## src/rtl/uart_baud_gen.sv

```systemverilog
// uart_baud_gen: shared UART oversample/mid-bit/bit tick generator with integer+fractional prescaler.
// Optional fractional divider enabled by defining UART_BAUD_FRAC_EN; without it div_frac is ignored.
module uart_baud_gen #(
  parameter int DIV_W = 16,
  parameter int FRAC_W = 4,
  parameter int OSR = 16,
  localparam int PH_W = $clog2(OSR)
) (
  input  logic              clk_50mhz,
  input  logic              rst_n,
  input  logic              en,
  input  logic [DIV_W-1:0]  div_int,
  input  logic [FRAC_W-1:0] div_frac,
  input  logic              cfg_update,
  input  logic              rx_resync,
  output logic              os_tick,
  output logic              mid_tick,
  output logic              bit_tick,
  output logic              cfg_pending
);
  logic [DIV_W:0]     cnt_q, cnt_d, limit;
  logic [PH_W-1:0]    phase_q, phase_d;
  logic [DIV_W-1:0]   act_int_q, act_int_d;
  logic               pend_q, pend_d, os_q, os_d, mid_q, mid_d, bit_q, bit_d;
  logic               term, load;
`ifdef UART_BAUD_FRAC_EN
  logic [FRAC_W-1:0]  acc_q, acc_d, act_frac_q, act_frac_d;
  logic               ext_q, ext_d;
`else
  logic               ext_q;
  logic               unused_frac;
  assign ext_q = 1'b0;
  assign unused_frac = ^div_frac;
`endif
  // A carry from the fractional accumulator stretches the current os period by one cycle.
  assign limit = {1'b0, act_int_q} + (DIV_W+1)'(ext_q);
  assign term = cnt_q == limit;
  // Pending config is only taken at a bit boundary so a frame never sees a mid-bit rate change.
  assign load = en & pend_q & bit_q;
  // Prescaler, phase counter, tick generation and config staging.
  always_comb begin
    cnt_d = cnt_q;
    phase_d = phase_q;
    act_int_d = load ? div_int : act_int_q;
    pend_d = en & (cfg_update | (pend_q & ~bit_q));
    os_d = 1'b0;
    mid_d = 1'b0;
    bit_d = 1'b0;
    if (!en) begin
      cnt_d = '0;
      phase_d = '0;
      act_int_d = div_int;
    end else if (rx_resync) begin
      cnt_d = (act_int_q == '0) ? '0 : (DIV_W+1)'(1);
      phase_d = '0;
    end else if (term) begin
      cnt_d = '0;
      os_d = 1'b1;
      mid_d = phase_q == PH_W'(OSR/2-1);
      bit_d = phase_q == PH_W'(OSR-1);
      phase_d = (phase_q == PH_W'(OSR-1)) ? '0 : phase_q + PH_W'(1);
    end else begin
      cnt_d = cnt_q + (DIV_W+1)'(1);
    end
  end
  // State register for prescaler, phase, active divider and registered ticks.
  always_ff @(posedge clk_50mhz or negedge rst_n) begin
    if (!rst_n) begin
      cnt_q <= '0;
      phase_q <= '0;
      act_int_q <= '0;
      pend_q <= 1'b0;
      os_q <= 1'b0;
      mid_q <= 1'b0;
      bit_q <= 1'b0;
    end else begin
      cnt_q <= cnt_d;
      phase_q <= phase_d;
      act_int_q <= act_int_d;
      pend_q <= pend_d;
      os_q <= os_d;
      mid_q <= mid_d;
      bit_q <= bit_d;
    end
  end
`ifdef UART_BAUD_FRAC_EN
  // Fractional accumulator: advances once per os period, cleared when idle or resynced.
  always_comb begin
    acc_d = acc_q;
    ext_d = ext_q;
    act_frac_d = load ? div_frac : act_frac_q;
    if (!en) begin
      acc_d = '0;
      ext_d = 1'b0;
      act_frac_d = div_frac;
    end else if (rx_resync) begin
      acc_d = '0;
      ext_d = 1'b0;
    end else if (term) begin
      {ext_d, acc_d} = (FRAC_W+1)'(acc_q) + (FRAC_W+1)'(act_frac_q);
    end
  end
  // Fractional state register.
  always_ff @(posedge clk_50mhz or negedge rst_n) begin
    if (!rst_n) begin
      acc_q <= '0;
      ext_q <= 1'b0;
      act_frac_q <= '0;
    end else begin
      acc_q <= acc_d;
      ext_q <= ext_d;
      act_frac_q <= act_frac_d;
    end
  end
`endif
  assign os_tick = os_q;
  assign mid_tick = mid_q;
  assign bit_tick = bit_q;
  assign cfg_pending = pend_q;
endmodule

```

## config.mk

```make
export PLATFORM = sky130hd
export DESIGN_NAME = uart_baud_gen
export DESIGN_NICKNAME = d
export VERILOG_FILES = /design/src/rtl/uart_baud_gen.sv
export SDC_FILE = /design/constraint.sdc
export NUM_CORES = 1
export LEC_CHECK = 0
export ABC_CLOCK_PERIOD_IN_PS = 3500
export BUFFER_PORTS_ARGS = -buffer_cell sky130_fd_sc_hd__buf_2
export CELL_PAD_IN_SITES_DETAIL_PLACEMENT = 0
export CELL_PAD_IN_SITES_GLOBAL_PLACEMENT = 2
export CORE_ASPECT_RATIO = 0.75
export CORE_UTILIZATION = 35
export CTS_CLUSTER_SIZE = 10
export DETAILED_ROUTE_END_ITERATION = 8
export GPL_TIMING_DRIVEN = 0
export PLACE_DENSITY_LB_ADDON = 0.05
export SLEW_MARGIN = 20
export SYNTH_ARGS = -nofsm -noshare
export SYNTH_HDL_FRONTEND = slang
export SYNTH_SLANG_ARGS = --single-unit
```

## constraint.sdc

```tcl
create_clock -name clk_50mhz -period 3.5 [get_ports clk_50mhz]
set_input_delay 0.175 -clock clk_50mhz [delete_from_list [all_inputs] [get_ports clk_50mhz]]
set_output_delay 0.175 -clock clk_50mhz [all_outputs]
set_load 0.01 [all_outputs]
```

==> key figures <==
Clocking
  • CTS sink cnt: 41
  • H-tree levels: 2
  • Post-CTS setup buffers: 0
  • Total CTS buffers: 5
  • Reg clk slew, reported paths: 0.07 ns
  • Clk Tree Root Cell: clkbuf_8
  • Resized Gates After CTS: 0
  • Hold buffer count at CTS: 0
  • CTS tree: done
  • Clock tree buffer depth: 2
  • Skew-Pair Late Insertion Delay: 0.29 ns

Run
  • Maxcap violations: 0

Pwr
  • Tot Pwr: 0.0008969 W
  • Peak VDD IR: 245.1 µV
  • Static leakage: 1.012 nW
  • Pwr per Cell Area: 391.7 mW/mm²

Yosys
  • Fraction of registers with async set/reset: 100.0%
  • Sequential share of the synthesized area: 51.48%
  • Syn Area/Cell: 11.07 µm²
  • Syn_nets: 207
  • Synthesized area: 0.001993 mm²
  • Synth Register Bits: 41
  • EDFF count, synth: 0
  • Post-synthesis cell count: 180
  • Synth cell types: 38
  • Yosys warnings: 0
  • Primary FF master, synth: dfrtp_1

Timing
  • Highest clock rate: 0.4790 GHz
  • Min cycle time layout: 2.088 ns
  • Setup TNS after final layout: 0 ns
  • Final Max Slew Viols: 0
  • Final setup violation count: 0
  • Final hold vios: 0
  • Worst slew margin: 38.76%
  • Worst setup margin: 1.412 ns
  • Worst Skew: 0.006873 ns
  • Tcrit/Tclk final: 59.64%
  • Tightest Pin Transition: 0.9186 ns
  • RSZ-0062 raised after global routing: no

Floorplanning
  • CORE AREA: 0.005410 mm²
  • Die W: 89.14 µm
  • Die Ht: 67.36 µm
  • IO Pins: 29
  • Full die area: 0.006004 mm²
  • FP Rows: 23
  • Starting density of the core: 36.84%

Cells and area
  • Area grow syn2layout: 14.88%
  • Register area: 0.001026 mm²
  • Antenna Cells: 0
  • Multi-input logic area: 914.6 µm²
  • Fill count: 566
  • Layout cells sized above 1: 26.42%
  • Final nets: 238
  • Non-Filler Instances: 287
  • Final core occ: 42.32%

GRT
  • Initial antenna violation count: 0
  • Global route overflow: 0
  • All-Layer GR Usage: 16.21%
  • Largest net degree at the start of global routing: 42
  • First-pass GRT wire length: 7.093 mm
  • Vias in the first global route: 1392

Worst setup path
  • WP data arrival: 2.26 ns
  • RR Startpoint: cnt_q[6]
  • CP max FO: 10
  • CP Class: flip-flop to flip-flop
  • Worst setup EP type: flip-flop
  • Crit path launch type: flip-flop
  • FF-to-FF path depth: 7
  • RR Endpoint: cnt_q[9]
  • R2R Setup Slk: 1.41 ns
  • Required time worst endpoint: 3.68 ns

Detailed routing
  • Post-DRT Antenna Nets: 0
  • Starting DRT DRC Count: 68
  • Post-Route WL: 4.270 mm
  • Routed WL per cell: 14.88 µm
  • Drt first pass iters: 4
  • DRC violations left: 0
  • Avg Vias per Cell: 4.861
  • Via count: 1395

Run status
  • Status: finished clean

Placement
  • Dpl cells: 279
  • Setup WS pre-CTS: 1.388 ns
  • Port-buffer cells: 24
  • Hpwl dp: 3.197 mm
  • Routability congestion estimate: 0.7594

Min path
  • Worst Hold Class: primary input to asynchronous set/reset pin
[final cells by class]
cell class / instances / share of cell area (%)
flip-flops and latches: 41 / 44.81
multi-input cells: 129 / 39.95
repair buffers: 24 / 5.246
well taps: 75 / 4.098
clock buffers: 6 / 3.169
plain buffers: 6 / 1.639
inverters: 4 / 0.6557
clock inverters: 2 / 0.4372
[metal layers]
metal  vias up  track usage [%]  routed length (µm)
met1       679            24.75                2346
li1        690                -                   -
met5         -                0                   0
met3         2            3.790                 158
met4         0            4.762                  17
met2        24            22.52                1748
[worst max path at each step]
stage | start | depth (start not counted) | end
after floorplan | cnt_q[8] | 7 | cnt_q[1]
after global placement | cnt_q[6] | 7 | cnt_q[12]
after detailed placement | cnt_q[6] | 7 | cnt_q[10]
after CTS | cnt_q[6] | 7 | cnt_q[10]
after global routing | cnt_q[2] | 7 | cnt_q[13]
final | cnt_q[6] | 7 | cnt_q[9]
[critical path, cell delays in order, from the launching register on]
cell,delay (ns)
dfrtp_1,0.36
buf_2,0.17
xor2_1,0.18
nor4_2,0.30
nand3_2,0.21
o21ai_1,0.44
buf_4,0.26
nor2_1,0.06
[cell usage after synthesis (3+ instances only)]
| master | number | share of area (%) |
|---|---|---|
| nor2_1 | 20 | 3.8 |
| inv_1 | 4 | 0.75 |
| nand2_1 | 9 | 1.7 |
| and3_1 | 3 | 0.94 |
| nand4_1 | 6 | 1.9 |
| nor4_1 | 6 | 1.9 |
| mux2_2 | 16 | 9.0 |
| nand3_1 | 8 | 2.0 |
| nor3_1 | 3 | 0.75 |
| dfrtp_1 | 41 | 51 |
| a21oi_1 | 3 | 0.75 |
| xnor2_1 | 9 | 4.0 |
| xor2_1 | 22 | 9.7 |
[cell usage in the layout (no fill, tap or decap), drive strengths merged]
cell    instances
clkinv          2
and4            2
xnor2           9
clkbuf          8
nor3b           1
nand4           6
or3             1
dfrtp          41
o211ai          2
o21bai          1
o21a            1
inv             4
buf            28
nor4            7
or4             1
a21boi          1
ha              2
a211oi          1
and3            4
nand3           9
mux2           16
xor2           22
o21ai           3
nor3            3
a21oi           3
o41ai           1
nor2           20
nand2           9
or2             1
o31ai           1
nor2b           2
[per-stage QoR]
| step | hold WS [ns] | cell area (µm²) |
|---|---|---|
| after floorplan | -0.1206 | 1993 |
| after global placement | 0.3549 | 2207 |
| after detailed placement | 0.3725 | 2207 |
| final | 0.02019 | 2290 |
| after global routing | 0.09904 | 2290 |
| after CTS | 0.05726 | 2290 |
[logic make-up (layout without fill, tap and decap cells)]
| kind of cell | count (synthesis) | count (layout) | synth area share, % |
|---|---|---|---|
| adders and majority gates | 2 | 2 | 1.255 |
| xor gates and xnor gates | 31 | 31 | 13.62 |
| AOI/OAI and AO/OA | 14 | 14 | 4.583 |
| buffers and inverters | 10 | 42 | 2.636 |
| DFF | 41 | 41 | 51.48 |
| muxes | 16 | 16 | 9.039 |
| and+or+nand+nor | 66 | 66 | 17.39 |
[state kept, by name (all words and copies together) (netlist names)]
register	flops
act_int_q	16
bit_tick	1
cfg_pending	1
cnt_q	17
mid_tick	1
os_tick	1
phase_q	4
[report_power, final]
part	switching, W	internal [W]	total [W]
registers	0.0000248	0.000494	0.000519
clock network	0.000160	0.000138	0.000299
logic	0.0000372	0.0000418	0.0000790
Note: power is estimated with default switching activity, not from simulation.
